===== src/rtl/conv_tree_serializer_16.sv =====
// conv_tree_serializer_16
// Serializes a 16-bit word at two bits per clock period (one per clock phase).
// The word arrives in tree (bit-reversed) order. A 3-bit phase counter steers
// a 4-level tree of 2:1 muxes. The last mux is switched by the CLK level
// itself: the high half of each period reads the L[0..7] path and the low
// half reads the L[8..15] path.
// A new word is captured on the rising edge where the counter wraps 7->0.
// That same edge starts the first slot of the new frame, so frames run
// back-to-back with no idle slots.
module conv_tree_serializer_16 (
  input  logic        CLK,
  input  logic        RESET,
  input  logic [15:0] PAR_IN,
  output logic        SERIAL_OUT
);

  logic [2:0]  cnt_q;
  logic [2:0]  cnt_d;
  logic [15:0] load_q;
  logic [15:0] load_d;

  logic [7:0]  lvl1;
  logic [3:0]  lvl2;
  logic [1:0]  lvl3;

  // Next state: the counter is free-running; the word is captured only when cnt wraps.
  always_comb begin
    cnt_d  = cnt_q + 3'd1;
    load_d = load_q;
    if (cnt_q == 3'd7) begin
      load_d = PAR_IN;
    end
  end

  // State registers; synchronous reset clears the counter and the word, which forces the output to 0.
  always_ff @(posedge CLK) begin
    if (RESET) begin
      cnt_q  <= 3'd0;
      load_q <= 16'd0;
    end else begin
      cnt_q  <= cnt_d;
      load_q <= load_d;
    end
  end

  // Mux tree levels 1-3: cnt[2] picks the odd/even pair (index bit 0), cnt[1] picks index bit 1, cnt[0] picks index bit 2.
  always_comb begin
    lvl1 = '0;
    lvl2 = '0;
    lvl3 = '0;
    for (int j = 0; j < 8; j++) begin
      lvl1[j] = cnt_q[2] ? load_q[2*j+1] : load_q[2*j];
    end
    for (int k = 0; k < 4; k++) begin
      lvl2[k] = cnt_q[1] ? lvl1[2*k+1] : lvl1[2*k];
    end
    for (int m = 0; m < 2; m++) begin
      lvl3[m] = cnt_q[0] ? lvl2[2*m+1] : lvl2[2*m];
    end
  end

  // Final mux (index bit 3): the CLK level picks the slot within the period, so the output changes on both phases.
  assign SERIAL_OUT = CLK ? lvl3[0] : lvl3[1];

endmodule


===== config.mk =====
export PLATFORM = sky130hd
export DESIGN_NAME = conv_tree_serializer_16
export DESIGN_NICKNAME = d
export VERILOG_FILES = /design/src/rtl/conv_tree_serializer_16.sv
export SDC_FILE = /design/constraint.sdc
export NUM_CORES = 1
export LEC_CHECK = 0
export CORE_MARGIN = 2
export CORE_UTILIZATION = 47
export DETAILED_ROUTE_END_ITERATION = 12
export GPL_TIMING_DRIVEN = 0
export PLACE_DENSITY = 0.8
export SLEW_MARGIN = 20
export SYNTH_ARGS = -nofsm -noshare
export SYNTH_HDL_FRONTEND = slang
export SYNTH_SLANG_ARGS = --single-unit
export TNS_END_PERCENT = 20

===== constraint.sdc =====
create_clock -name CLK -period 1.85 [get_ports CLK]
set_input_delay 0.4625 -clock CLK [delete_from_list [all_inputs] [get_ports CLK]]
set_output_delay 0.4625 -clock CLK [all_outputs]
set_load 0.02 [all_outputs]

==> impl_results.md, run 1 <==
- CP Launch Type: register
- Run status: complete, but fails checks
- Std-Cell Rows: 14
- Number of pins exceeding their max-slew limit in the final report: 0
- Internal power: 0.658 mW
- Initial DRC Count: 11
- Number of detailed-route iterations in the first pass: 4
- Avg Cell Area, Syn: 11.9 µm²
- Avg WL per Cell: 13.5 µm
- Violated checks: setup timing
- Total routing usage reported by global routing: 18.4%
- Global-route wire length before repair: 2520 µm
- Crit Reg-Reg Endpoint: load_q[3]
- IO Port Bufs: 17
- Power density cells: 825 nW/µm²
- Endpoint arrival time on the critical path: 1740 ps
- Yosys cell types: 9
- Number of warnings issued by yosys: 0
- Crit Path Max Fanout: 5
- Number of diodes added for antenna fixing: 0
- Sequential element share of the synthesized area: 47.7%
- Setup TNS after final layout: -356 ps
- Class of the most critical setup path: reg -> out
- Cells taking the most area after synthesis: sky130_fd_sc_hd__dfxtp_1 (48%), sky130_fd_sc_hd__mux2i_1 (24%), sky130_fd_sc_hd__mux4_1 (13%)
- Flip-flop and latch count after synthesis: 19
- Static leakage power: 0.377 nW
- Number of filler instances in the final layout: 129
- Setup violators final: 1
- Layout net count: 113
- Timing-limited maximum frequency: 453 MHz
- # DRC: 0
- Wirelength, routed: 1450 µm
- Worst path top cell family by delay: multiplexers
- Via count: 568
- Worst EP required: 1390 ps
- Hold slack final: 428 ps
- Max-capacitance violation count: 0
- Die Width: 45.2 µm
- Clock tree from TritonCTS: done
- Worst-case hold path end point: load_q[15]
- Cell repeated most along the worst path: sky130_fd_sc_hd__mux2i_2
- Worst IR Drop VDD: 548 µV
- Worst Hold Path Cells: 2
- HP Class: in -> reg
- Total die area: 2040 µm²
- Initial core utilization: 51.7%
- Slowest-stage cell, CP: sky130_fd_sc_hd__mux4_2
- Min cycle time layout: 2210 ps
- Vertical die dimension: 45.2 µm
- Slack of the worst reg-to-reg path: 210 ps
- Clock insertion delay at the later pin of the skew report: 400 ps
- Number of hold buffers added after CTS: 0
- Switching share of power: 23.4%
- Post-route antenna net violation count: 0
- Post-synthesis instance area: 797 µm²
- Pin count of the biggest net entering global routing: 12
- Max-slew headroom: 70.9%
- Unrepaired setup endpoints after global routing: yes
- Buffer and inverter count on the worst path: 1
- Critical register-to-register path startpoint: cnt_q[1]
- Final period util: 119%
- Initial antenna violation count: 0
- Synth async-reset ratio: 0%
- Sum of overflow across all layers after global routing: 0
- Number of vias per cell: 5.26
- Net count after synthesis: 87
- Leading cell types by count after synthesis: sky130_fd_sc_hd__dfxtp_1 (19), sky130_fd_sc_hd__mux2i_1 (19), sky130_fd_sc_hd__nor2_1 (17)
- Via count of the first global-routing pass: 617
- Final worst setup slack: -356 ps
- Slowest cell delay on critical path: 520 ps
- Largest area contributor in the netlist: sky130_fd_sc_hd__dfxtp_1
- Placer Congestion: 0.696
- Share of total power in combinational logic: 6.7%
- Leading register cell type out of synthesis: sky130_fd_sc_hd__dfxtp_1
- Start point of the worst min-delay path: RESET
- Logic depth of the worst register-to-register path: 6
- Number of enable flip-flop cells after synthesis: 0
- Io pins: 19
- Clk pwr share: 43.8%
- Core footprint: 1540 µm²
- Share of cells above drive strength 1: 20.7%
- Element type at the critical path end: primary output
- Top-area cell type share of the netlist area: 47.7%
- Clock slew at reported path FFs: 100 ps
- Switching power summed over all nets: 0.201 mW
- Total count of hold-check failures in the final report: 0
- Clk_skew: 10.2 ps
- Proportion of power drawn by flip-flops and latches: 49.5%
- Number of instances in the synthesized netlist: 67
- Worst slew pin tran: 436 ps
- Growth of design area from synthesis to finish: 30.8%
- Critical-path cell list: mux4_2 > mux2i_2 > mux2i_2 > buf_4
sequential cells by signal, indices dropped and copies added, names as in the netlist:
register,cells
load_q,16
cnt_q,3
logic make-up after synthesis:
family | after synthesis | synth area share [%]
AND/OR/NAND/NOR | 19 | 9.58
multiplexers | 23 | 37.0
flip-flops | 19 | 47.7
buffers and inverters | 4 | 2.51
adder cells (fa/ha/maj) | 2 | 3.14
placed cells by master (no fill, tap or decap), drive strengths merged:
cell           synthesis  final
clkdlybuf4s50          0     16
nor2                  17     17
nor2b                  2      2
mux2i                 19     19
dfxtp                 19     19
clkinv                 0      1
clkbuf                 2      9
ha                     2      2
mux4                   4      4
buf                    2      3
layout make-up:
cell class / count / area, µm² / share of cell area [%]
Buffer: 4 / 20.0 / 1.92
Sequential cell: 19 / 384 / 36.9
Clock buffer: 8 / 60.1 / 5.76
Tap cell: 16 / 20.0 / 1.92
Timing Repair Buffer: 16 / 160 / 15.4
Multi-Input combinational cell: 44 / 393 / 37.7
Clock inverter: 1 / 5.00 / 0.480
power by group through the flow:
stage / clock, mW / combinational (mW) / sequential (mW)
after floorplan: 0.0178 / 0.0202 / 0.432
after global placement: 0.0182 / 0.0565 / 0.434
after detailed placement: 0.0182 / 0.0574 / 0.434
after CTS: 0.371 / 0.0580 / 0.426
after global routing: 0.412 / 0.0633 / 0.428
final: 0.376 / 0.0574 / 0.426
per-layer routing:
layer,wire length [µm],track usage [%],up-vias
met5,0,0,-
met4,9,11.8,0
met3,66,10.0,2
met2,692,25.7,13
met1,685,21.8,269
li1,-,-,284
how the worst max path moves through the flow:
| stage | from | end | slack [ps] | depth (start not counted) |
|---|---|---|---|---|
| floorplan | CLK | SERIAL_OUT | 60 | 2 |
| global placement | cnt_q[2] | SERIAL_OUT | -420 | 4 |
| detailed placement | cnt_q[2] | SERIAL_OUT | -420 | 4 |
| CTS | cnt_q[2] | SERIAL_OUT | -390 | 4 |
| global route | cnt_q[2] | SERIAL_OUT | -440 | 4 |
| finish | cnt_q[2] | SERIAL_OUT | -360 | 4 |
worst register-to-register path, cell delays in order, from the launching register on:
cell	delay (ps)
sky130_fd_sc_hd__dfxtp_1	470
sky130_fd_sc_hd__ha_1	200
sky130_fd_sc_hd__ha_1	130
sky130_fd_sc_hd__buf_2	210
sky130_fd_sc_hd__buf_4	250
sky130_fd_sc_hd__mux2i_1	210
sky130_fd_sc_hd__nor2_1	60
repair_timing:
action | CTS | global route
gates resized for setup | 11 | 2
buffers inserted | 0 | 0
endpoints found under the setup margin | 1 | 1
through the flow:
| step | std cells | setup WS [ps] | utilization (%) | cell area [µm²] | power, mW |
|---|---|---|---|---|---|
| 2_1_floorplan | 67 | 64.5 | - | 801 | 0.470 |
| 3_3_place_gp | 100 | -422 | 64.3 | 991 | 0.509 |
| 3_5_place_dp | 100 | -416 | 64.3 | 991 | 0.510 |
| 4_1_cts | 108 | -387 | 67.1 | 1030 | 0.854 |
| 5_1_grt | 108 | -440 | 67.6 | 1040 | 0.903 |
| 6_report | 108 | -356 | 67.6 | 1040 | 0.859 |
(Power assumes the default switching activity.)
==> inputs of run 2 (changes only) <==
Settings changed: GPL_ROUTABILITY_DRIVEN set to 0.
==> results of run 2 <==
The final DEF is identical to that of run 1; final timing and power are the same.
==> inputs of run 3 (changes only) <==
Settings changed: CTS_CLUSTER_SIZE set to 40.
==> results of run 3 <==
The final DEF is identical to that of run 1; final timing and power are the same.
